File: config.mk
export PLATFORM = sky130hd
export DESIGN_NAME = sap1_program_loader
export DESIGN_NICKNAME = d
export VERILOG_FILES = /design/src/rtl/sap1_program_loader.sv
export SDC_FILE = /design/constraint.sdc
export NUM_CORES = 1
export LEC_CHECK = 0
export ABC_CLOCK_PERIOD_IN_PS = 3100
export CORE_MARGIN = 1.5
export CORE_UTILIZATION = 40
export DETAILED_ROUTE_END_ITERATION = 10
export PLACE_DENSITY_LB_ADDON = 0.12
export SETUP_SLACK_MARGIN = 0.2
export SLEW_MARGIN = 30
export SYNTH_ARGS = -nofsm -noshare
export SYNTH_HDL_FRONTEND = slang
export SYNTH_SLANG_ARGS = --single-unit
File: constraint.sdc
create_clock -name CLK -period 3.1 [get_ports CLK]
set_input_delay 0.62 -clock CLK [delete_from_list [all_inputs] [get_ports CLK]]
set_output_delay 0.62 -clock CLK [all_outputs]
set_load 0.05 [all_outputs]
File: src/rtl/sap1_program_loader.sv
// SAP-1 program loader: streams bytes into the 16x8 RAM over valid/ready,
// verifies each word by readback, then releases the CPU clear.
module sap1_program_loader #(
    parameter int DATA_WIDTH = 8,
    parameter int ADDR_WIDTH = 4,
    parameter int LOAD_COUNT = 16
) (
    input  logic                  CLK,
    input  logic                  CLR,
    input  logic                  load_start,
    input  logic [DATA_WIDTH-1:0] data_in,
    input  logic                  data_valid,
    output logic                  ready,
    output logic [ADDR_WIDTH-1:0] ram_addr,
    output logic [DATA_WIDTH-1:0] ram_data,
    output logic                  ram_we,
    input  logic [DATA_WIDTH-1:0] ram_q,
    output logic                  cpu_clr_n,
    output logic                  done,
    output logic                  err,
    output logic [ADDR_WIDTH-1:0] err_addr
);

    typedef enum logic [2:0] {
        S_IDLE,
        S_WAIT_BYTE,
        S_WRITE,
        S_VERIFY,
        S_RUN
    } state_t;

    localparam logic [ADDR_WIDTH-1:0] LAST_ADDR = ADDR_WIDTH'(LOAD_COUNT - 1);

    state_t                r_state, w_state_nxt;
    logic [ADDR_WIDTH-1:0] r_addr, w_addr_nxt;
    logic [DATA_WIDTH-1:0] r_data, w_data_nxt;
    logic                  r_err, w_err_nxt;
    logic [ADDR_WIDTH-1:0] r_err_addr, w_err_addr_nxt;

    always_ff @(posedge CLK or negedge CLR) begin
        if (!CLR) begin
            r_state    <= S_IDLE;
            r_addr     <= '0;
            r_data     <= '0;
            r_err      <= 1'b0;
            r_err_addr <= '0;
        end else begin
            r_state    <= w_state_nxt;
            r_addr     <= w_addr_nxt;
            r_data     <= w_data_nxt;
            r_err      <= w_err_nxt;
            r_err_addr <= w_err_addr_nxt;
        end
    end

    always_comb begin
        w_state_nxt    = r_state;
        w_addr_nxt     = r_addr;
        w_data_nxt     = r_data;
        w_err_nxt      = r_err;
        w_err_addr_nxt = r_err_addr;
        ready          = 1'b0;
        ram_we         = 1'b0;
        cpu_clr_n      = 1'b0;
        done           = 1'b0;

        case (r_state)
            S_IDLE: ;
            S_WAIT_BYTE: begin
                ready = 1'b1;
                if (data_valid) begin
                    w_data_nxt  = data_in;
                    w_state_nxt = S_WRITE;
                end
            end
            S_WRITE: begin
                ram_we      = 1'b1;
                w_state_nxt = S_VERIFY;
            end
            S_VERIFY: begin
                if ((ram_q != r_data) && !r_err) begin
                    w_err_nxt      = 1'b1;
                    w_err_addr_nxt = r_addr;
                end
                if (r_addr == LAST_ADDR) begin
                    w_state_nxt = S_RUN;
                end else begin
                    w_addr_nxt  = r_addr + 1'b1;
                    w_state_nxt = S_WAIT_BYTE;
                end
            end
            S_RUN: begin
                done      = 1'b1;
                // A failed image keeps the core held in clear.
                cpu_clr_n = !r_err;
            end
            default: w_state_nxt = S_IDLE;
        endcase

        // load_start wins in every state; a write already in WRITE still strobes.
        if (load_start) begin
            w_state_nxt    = S_WAIT_BYTE;
            w_addr_nxt     = '0;
            w_data_nxt     = r_data;
            w_err_nxt      = 1'b0;
            w_err_addr_nxt = '0;
        end
    end

    assign ram_addr = r_addr;
    assign ram_data = r_data;
    assign err      = r_err;
    assign err_addr = r_err_addr;

endmodule

==> impl_metrics.csv, run 1 <==
group,metric,value,unit
outcome,outcome,"finished clean",
detailed_routing,drt-initial-drc-count,12,
job,cap_violations,0,
floorplan,die_h,53.6,µm
timing,tightest_slew,0.510,ns
layout,nFillCells,213,
floorplan,die_w,53.6,µm
cts,cts.path.max_buffers,2,
timing,final.setup.worst_slack,0.475,ns
timing,rsz0062_at_grt,"false",
timing,relSlewSlack,0.659,
floorplan,die_area,0.00287,mm²
cts,cts_made_buffers,3,
synth,avgSynthCellArea,11.8,µm²
cts,clock_latency,0.30,ns
floorplan,initial_core_util,0.417,
synth,yosysTopAreaCell,"dfrtp_1",
floorplan,core-area,0.00245,mm²
synth,yosysTopAreaCellShare,0.489,
cts,ctsHoldBuffers,0,
setup_path,worstRegToRegCells,5,
setup_path,r2r_setup_slack,1.62,ns
cts,cts_root_buf,"clkbuf_4",
setup_path,r2r_end,"ram_addr[3]",
grt,grt_max_degree,21,
setup_path,crit_slowest_cell,"clkdlybuf4s50_1",
cts,cts_max_level,1,
synth,yosysSeqAreaShare,0.489,
synth,synth_warnings,0,
synth,synth_nets,108,
detailed_routing,num_vias,807,
setup_path,critPathArrivalTime,2.01,ns
floorplan,rows,18,
setup_path,cp.required,2.48,ns
cts,cts_sinks,20,
power,power,831,µW
layout,seqCellArea,500,µm²
placement,gp_congestion,0.676,
detailed_routing,dr.pass1.iters,4,
power,ir_drop,0.000475,V
grt,antenna_found_initial,0,
grt,grt_first_pass_wirelength,3310,µm
setup_path,path_cells,"nor3b_2 -> nor2b_1 -> clkdlybuf4s50_1",
layout,drive_gt1_frac,0.145,
layout,num_antenna_cells,0,
grt,overflow,0,
detailed_routing,wire_per_inst,12.5,µm
setup_path,crit_fanout,9,
synth,synthesis.instances,87,
timing,hold_viol,0,
setup_path,start_kind,"flip-flop",
power,p_leak,0.000638,µW
synth,ys_top_cells_by_area,"dfrtp_1 (49%), mux2_2 (8.8%), xor2_1 (7.7%)",
placement,dp_slack,0.798,ns
placement,portBuffers,40,
layout,multi_input_area,524,µm²
timing,finalCritPeriodShare,0.847,
setup_path,worstSetupEndpointType,"primary output",
cts,cts_resized,0,
timing,skew,0.00757,ns
detailed_routing,drtAntennaViolNets,0,
synth,synthesis.area,0.00102,mm²
detailed_routing,drc,0,
power,p_per_area,548,mW/mm²
timing,setup_violations,0,
setup_path,slowest_delay,0.80,ns
cts,cts_setup_buffers,0,
setup_path,r2r-start,"ram_addr[0]",
timing,finalCriticalPeriod,2.63,ns
floorplan,io_pins,41,
layout,area_growth,48.3,%
layout,mostFrequentLayoutCells,"clkdlybuf4s50_1 (39), dfrtp_1 (20), nand2b_1 (10)",
layout,final_common_cell,"clkdlybuf4s50_1",
layout,nets,153,
timing,max_freq,381,MHz
detailed_routing,vias_per_cell,5.01,
min_path,min_path_type,"in -> async",
placement,place_hpwl,1590,µm
setup_path,worstSetupPathType,"reg -> out",
grt,grt_pass1_vias,743,
synth,ys_seq_elements,20,
layout,utilization,0.618,
cts,clk_pin_slew,0.12,ns
grt,gr-usage-all-layers,0.161,
synth,ys_types,26,
detailed_routing,wl,2020,µm
cts,cts_tree,"yes",
timing,finalSetupTns,0,ns
timing,drv_slew,0,
## power breakdown
| group | leakage [µW] | total [µW] | switching (µW) | internal [µW] |
|---|---|---|---|---|
| Combinational | 0.000353 | 296 | 175 | 122 |
| Sequential | 0.000257 | 325 | 32.9 | 292 |
| Clock | 0.0000279 | 210 | 79.7 | 131 |
## worst max-delay path by stage
stage                          start         to  depth (start not counted)
final                     r_state[0]  cpu_clr_n                          3
after global placement    r_state[0]  cpu_clr_n                          3
after CTS                 r_state[0]  cpu_clr_n                          3
after detailed placement  r_state[0]  cpu_clr_n                          3
after global routing      r_state[0]  cpu_clr_n                          3
after floorplan           r_state[0]  cpu_clr_n                          2
## logic make-up (layout without fill, tap and decap cells)
| family | Yosys count | count (layout) | share of synthesized area |
|---|---|---|---|
| compound gates | 7 | 7 | 0.0575 |
| xor+xnor | 10 | 10 | 0.0856 |
| fa+ha+maj | 1 | 1 | 0.0122 |
| buf+inv | 1 | 45 | 0.00366 |
| flops | 20 | 20 | 0.489 |
| mux | 13 | 13 | 0.137 |
| simple gates | 35 | 35 | 0.215 |
## routing by layer
layer / wire length, µm / vias to the layer above / track usage / share of wire
li1: - / 389 / - / -
met1: 917 / 391 / 0.220 / 0.45
met3: 106 / 2 / 0.0389 / 0.053
met2: 982 / 25 / 0.251 / 0.49
met4: 12 / 0 / 0.0513 / 0.0059
met5: 0 / - / 0 / 0
## Yosys cell counts, drive strengths merged
cell type  count
o21ba          1
nand3          2
xor2           9
o21bai         1
nor4           2
nand3b         1
nor2b          4
nor3           3
and4b          1
a211oi         1
and3b          1
nand2          1
and2b          1
a31oi          1
clkbuf         1
nor2           7
and3           1
mux2i          5
mux2           8
xnor2          1
dfrtp         20
nor3b          1
ha             1
a21oi          3
nand2b        10
## layout make-up
cell class	instances	share of cell area
Clock inverter	1	0.0198
Clock buffer	3	0.0148
Tap cell	30	0.0247
Timing Repair Buffer	41	0.265
Multi-Input combinational cell	66	0.345
Sequential cell	20	0.330
## worst max-delay path: cells and delay by family, from the launching register on
family / cells / cell delay, ns
buffers and inverters: 1 / 0.80
DFF: 1 / 0.48
and+or+nand+nor: 2 / 0.42
## state kept, by name (all words and copies together) (netlist names)
| name | flops |
|---|---|
| err | 1 |
| err_addr | 4 |
| r_state | 3 |
| ram_addr | 4 |
| ram_data | 8 |
## through the flow
step	area, µm²	hold WS (ns)	instances
final	1520	0.242	161
after global routing	1520	0.265	161
after CTS	1520	0.554	161
after detailed placement	1470	0.537	157
after global placement	1470	0.528	157
after floorplan	1030	0.324	87
No activity file was read; power rests on OpenSTA's default activity.
==> run 2: changes to the inputs <==
--- a/config.mk
+++ b/config.mk
@@ -5,7 +5,7 @@
 export SDC_FILE = /design/constraint.sdc
 export NUM_CORES = 1
 export LEC_CHECK = 0
-export ABC_CLOCK_PERIOD_IN_PS = 3100
+export ABC_CLOCK_PERIOD_IN_PS = 2500
 export CORE_MARGIN = 1.5
 export CORE_UTILIZATION = 40
 export DETAILED_ROUTE_END_ITERATION = 10
==> constraint.sdc (replaced) <==
create_clock -name CLK -period 2.5 [get_ports CLK]
set_input_delay 0.5 -clock CLK [delete_from_list [all_inputs] [get_ports CLK]]
set_output_delay 0.5 -clock CLK [all_outputs]
set_load 0.05 [all_outputs]
==> run 2 against run 1 <==
Net effect: sequential power grew 24%; sequential cell count is the same; non-clock buffer count grew 1; first-iteration DRC count shrank 75%; global-route usage grew 1.4 points; power grew 10%; via count shrank 0.50%; largest power group unchanged.
==> impl_metrics.csv, run 2 (synthesized netlist as in run 1, its figures left out) <==
group,metric,value,unit
cts,clock_latency,0.30,ns
setup_path,worstSetupEndpointType,"primary output",
grt,overflow,0,
layout,utilization,0.610,
layout,num_antenna_cells,0,
floorplan,die_area,0.00287,mm²
detailed_routing,vias_per_cell,4.99,
cts,cts_tree,"yes",
cts,cts_made_buffers,3,
layout,drive_gt1_frac,0.153,
cts,cts_max_level,1,
timing,drv_slew,0,
grt,gr-usage-all-layers,0.175,
layout,largest_reg_flops,8,
setup_path,r2r-start,"ram_addr[0]",
setup_path,cp.required,2.00,ns
placement,dp_slack,0.454,ns
detailed_routing,wl_met1,914,µm
layout,mostFrequentLayoutCells,"clkdlybuf4s50_1 (36), dfrtp_1 (20), nand2b_1 (10)",
setup_path,crit_slowest_cell,"clkdlybuf4s50_1",
layout,area_growth,46.2,%
cts,ctsHoldBuffers,0,
grt,antenna_found_initial,0,
floorplan,io_pins,41,
floorplan,die_w,53.6,µm
setup_path,worstSetupPathType,"reg -> out",
placement,gp_congestion,0.673,
detailed_routing,num_vias,803,
min_path,min_path_type,"in -> async",
setup_path,crit_fanout,4,
power,p_leak,0.000640,µW
power,p_per_area,612,mW/mm²
timing,hold_viol,0,
timing,finalCriticalPeriod,2.11,ns
outcome,outcome,"finished clean",
setup_path,worstRegToRegCells,5,
cts,cts_sinks,20,
timing,rsz0062_at_grt,"false",
detailed_routing,dr_wl_met2,995,µm
setup_path,cp-startpoint,"err",
timing,setup_violations,0,
detailed_routing,wl,2060,µm
layout,nets,154,
placement,place_area,0.00148,mm²
cts,clk_pin_slew,0.10,ns
timing,relSlewSlack,0.661,
detailed_routing,drc,0,
placement,portBuffers,40,
setup_path,start_kind,"flip-flop",
detailed_routing,drtAntennaViolNets,0,
timing,finalCritPeriodShare,0.845,
cts,cts_setup_buffers,0,
timing,skew,0.00347,ns
grt,grt_pass1_vias,789,
setup_path,path_cells,"clkdlybuf4s50_1",
cts,cts.path.max_buffers,2,
power,ir_drop,0.000498,V
detailed_routing,dr.pass1.iters,4,
floorplan,initial_core_util,0.417,
detailed_routing,highest_layer,"met4",
layout,design_area,0.00150,mm²
timing,finalSetupTns,0,ns
setup_path,r2r_setup_slack,1.01,ns
layout,final_common_cell,"clkdlybuf4s50_1",
detailed_routing,drt-initial-drc-count,3,
detailed_routing,wire_per_inst,12.8,µm
grt,grt_max_degree,21,
timing,max_freq,473,MHz
detailed_routing,route.met3.wl,126,µm
setup_path,cp_num_buf_inv,1,
floorplan,core-area,0.00245,mm²
setup_path,slowest_delay,0.84,ns
floorplan,die_h,53.6,µm
setup_path,crit_family,"buffers and inverters",
grt,grt_first_pass_wirelength,3520,µm
timing,final.setup.worst_slack,0.388,ns
setup_path,r2r_end,"ram_addr[3]",
job,cap_violations,0,
placement,place_hpwl,1600,µm
cts,cts_root_buf,"clkbuf_4",
floorplan,rows,18,
setup_path,critPathArrivalTime,1.61,ns
timing,tightest_slew,0.508,ns
-- run 2: cell types whose count changed in the layout (fill, tap and decap cells not counted), sizes merged --
cell and change:
bufinv -1, dlygate4sd2 +3, buf +1, clkdlybuf4s50 -3
-- run 2: through the flow --
stage                     instances  hold WS, ns  power [µW]
after global routing            161        0.545         974
after detailed placement        158        0.542         778
final                           161        0.522         915
after global placement          158        0.528         776
after floorplan                  87        0.204         640
after CTS                       161        0.524         928
-- run 2: layout make-up --
class                   count  area, µm²
clock buffers               3       22.5
well taps                  30       37.5
multi-input cells          66        527
flip-flops and latches     20        500
repair buffers             42        409
fillers                   212        958
-- run 2: timing repair --
item / CTS / global route
endpoints found under the hold margin: 0 / 0
endpoints found under the setup margin: 3 / 0
resized for setup: 3 / 0
-- run 2: how the worst max path moves through the flow --
stage | end | slack [ns] | cells after the start
3_3_place_gp | ram_we | 0.49 | 3
3_5_place_dp | done | 0.45 | 2
2_1_floorplan | cpu_clr_n | 0.20 | 2
4_1_cts | err | 0.36 | 1
5_1_grt | ram_we | 0.25 | 3
6_report | err | 0.39 | 1
-- run 2: power breakdown --
group          internal (µW)  switching [µW]  leakage [µW]
sequential               362            41.0      0.000257
combinational            151             214      0.000370
clock                   56.2            91.7     0.0000138
total                    568             347      0.000640
-- run 2: per-layer routing --
| metal | vias up | track usage |
|---|---|---|
| li1 | 390 | - |
| met1 | 384 | 0.225 |
| met2 | 27 | 0.270 |
| met3 | 2 | 0.0639 |
| met5 | - | 0 |
| met4 | 0 | 0.0641 |
-- run 2: worst reg2reg max path: cells and delay by family (launching register included) --
kind | cells | cell delay (ns)
and+or+nand+nor | 3 | 0.53
DFF | 1 | 0.46
xor gates and xnor gates | 1 | 0.14
adders and majority gates | 1 | 0.25
==> run 3: changes to the inputs <==
--- a/config.mk
+++ b/config.mk
@@ -5,9 +5,9 @@
 export SDC_FILE = /design/constraint.sdc
 export NUM_CORES = 1
 export LEC_CHECK = 0
-export ABC_CLOCK_PERIOD_IN_PS = 2500
+export ABC_CLOCK_PERIOD_IN_PS = 1700
 export CORE_MARGIN = 1.5
-export CORE_UTILIZATION = 40
+export CORE_UTILIZATION = 38
 export DETAILED_ROUTE_END_ITERATION = 10
 export PLACE_DENSITY_LB_ADDON = 0.12
 export SETUP_SLACK_MARGIN = 0.2
==> constraint.sdc (replaced) <==
create_clock -name CLK -period 1.7 [get_ports CLK]
set_input_delay 0.34 -clock CLK [delete_from_list [all_inputs] [get_ports CLK]]
set_output_delay 0.34 -clock CLK [all_outputs]
set_load 0.05 [all_outputs]
==> run 3 against run 2 <==
Net effect: setup slack worse by 0.33 ns; utilization up 8.2 points; highest routed layer unchanged; register-to-register slack got worse by 0.78 ns; worst hold slack lost 0.16 ns; clock skew hardly changed; design area rose by 17%; global-route usage shrank 0.90 points; largest power group unchanged; critical path depth rose by 2; routed wire length grew 9.7%; power up 78%; sequential share of layout area fell by 3.8 points; combinational power rose by 68%.
==> impl_metrics.csv, run 3 (synthesized netlist as in run 1, its figures left out) <==
group,metric,value,unit
grt,overflow,0,
placement,gp_congestion,0.701,
layout,largest_reg_flops,8,
grt,gr-usage-all-layers,0.166,
setup_path,crit_fanout,6,
floorplan,rows,18,
grt,grt_pass1_vias,793,
detailed_routing,vias_per_cell,4.90,
power,p_leak,0.000760,µW
timing,drv_slew,0,
power,seqPwrFrac,0.377,
min_path,min_path_type,"in -> async",
power,p_per_area,933,mW/mm²
layout,nets,164,
floorplan,die_w,54.9,µm
power,comb_power_share,0.376,
detailed_routing,drc,0,
power,p_int,1040,µW
layout,design_area,0.00174,mm²
grt,antenna_found_initial,0,
floorplan,core-area,0.00252,mm²
cts,clk_pin_slew,0.12,ns
floorplan,die_h,54.9,µm
floorplan,die_area,0.00301,mm²
detailed_routing,wire_per_inst,13.1,µm
power,clkPwrFrac,0.247,
setup_path,worstSetupEndpointType,"primary output",
timing,tightest_slew,0.324,ns
cts,cts_sinks,20,
floorplan,io_pins,41,
setup_path,critPathArrivalTime,1.31,ns
layout,nFillCells,190,
setup_path,worstSetupPathType,"reg -> out",
timing,finalCriticalPeriod,1.65,ns
outcome,outcome,"finished clean",
layout,multi_input_area,632,µm²
placement,portBuffers,40,
job,cap_violations,0,
layout,num_antenna_cells,0,
detailed_routing,drtAntennaViolNets,0,
layout,seqCellArea,517,µm²
detailed_routing,dr.pass1.iters,4,
setup_path,crit_slowest_cell,"dfrtp_2",
timing,hold_ws,0.357,ns
layout,mostFrequentLayoutCells,"buf_4 (26), clkdlybuf4s50_1 (14), dfrtp_2 (13)",
grt,grt_first_pass_wirelength,3510,µm
cts,cts_max_level,1,
cts,cts_tree,"yes",
timing,hold_viol,0,
detailed_routing,drt-initial-drc-count,13,
floorplan,initial_core_util,0.406,
timing,skew,0.00344,ns
layout,area_growth,70.4,%
cts,cts_made_buffers,3,
setup_path,start_kind,"flip-flop",
cts,cts.path.max_buffers,2,
timing,finalCritPeriodShare,0.969,
placement,place_hpwl,1610,µm
setup_path,cp.required,1.36,ns
cts,cts_root_buf,"clkbuf_4",
timing,relSlewSlack,0.784,
detailed_routing,wl,2260,µm
detailed_routing,num_vias,842,
timing,rsz0062_at_grt,"true",
timing,finalSetupTns,0,ns
timing,max_freq,607,MHz
layout,drive_gt1_frac,0.535,
cts,clock_latency,0.31,ns
setup_path,slowest_delay,0.47,ns
power,switching_share,0.358,
power,ir_drop,0.000640,V
placement,place_area,0.00153,mm²
power,p_sw,583,µW
layout,final_common_cell,"buf_4",
timing,setup_violations,0,
setup_path,path_cells,"nor3b_4 -> nor2b_4 -> buf_12",
grt,grt_max_degree,21,
run 3: final cells by class:
type | instances | area share
repair buffers | 52 | 0.290
multi-input cells | 66 | 0.362
clock inverters | 1 | 0.0172
well taps | 30 | 0.0215
flip-flops and latches | 20 | 0.296
clock buffers | 3 | 0.0129
run 3: power groups by stage:
stage	clock (µW)	sequential [µW]	combinational [µW]
6_report	401	614	612
5_1_grt	431	626	648
4_1_cts	412	603	562
3_5_place_dp	0	617	547
3_3_place_gp	0	615	541
2_1_floorplan	0	794	162
run 3: what timing repair did:
item	4_1_cts	5_1_grt
hold buffers	0	0
resized for setup	9	13
pin swaps	7	5
endpoints found under the hold margin	0	0
setup endpoints to repair	8	17
cloned	0	0
buffers inserted	4	5
run 3: path summary, 6_finish.rpt:
kind	startpoint	end	slack, ns	depth (start not counted)
min reg2reg	r_state[2]	r_state[1]	0.55	1
max reg2reg	ram_data[4]	err	0.23	5
min in group CLK	r_state[2]	r_state[1]	0.55	1
max	r_state[1]	cpu_clr_n	0.05	3
min	CLR	ram_addr[2]	0.36	2
max in group asynchronous	CLR	ram_data[3]	1.11	2
run 3: metrics by stage:
step	cells	setup WS [ns]	util	power, µW
final	172	0.0534	0.691	1630
after global routing	172	-0.0195	0.691	1700
after CTS	167	0.0281	0.643	1580
after detailed placement	159	-0.212	0.607	1160
after global placement	159	-0.165	0.607	1160
after floorplan	87	-0.0655	-	956
run 3: metal layers:
metal  track usage  up-vias  part of all wire  wire length [µm]
met3        0.0323        2             0.049               110
li1              -      405                 -                 -
met5             0        -                 0                 0
met4        0.0610        0            0.0075                17
met2         0.286       31              0.54              1210
met1         0.205      404              0.41               915
run 3: worst max-delay path, delay by kind of cell (launching register included):
kind	cells	cell delay, ns
buffers and inverters	1	0.14
flip-flops	1	0.47
AND/OR/NAND/NOR	2	0.39
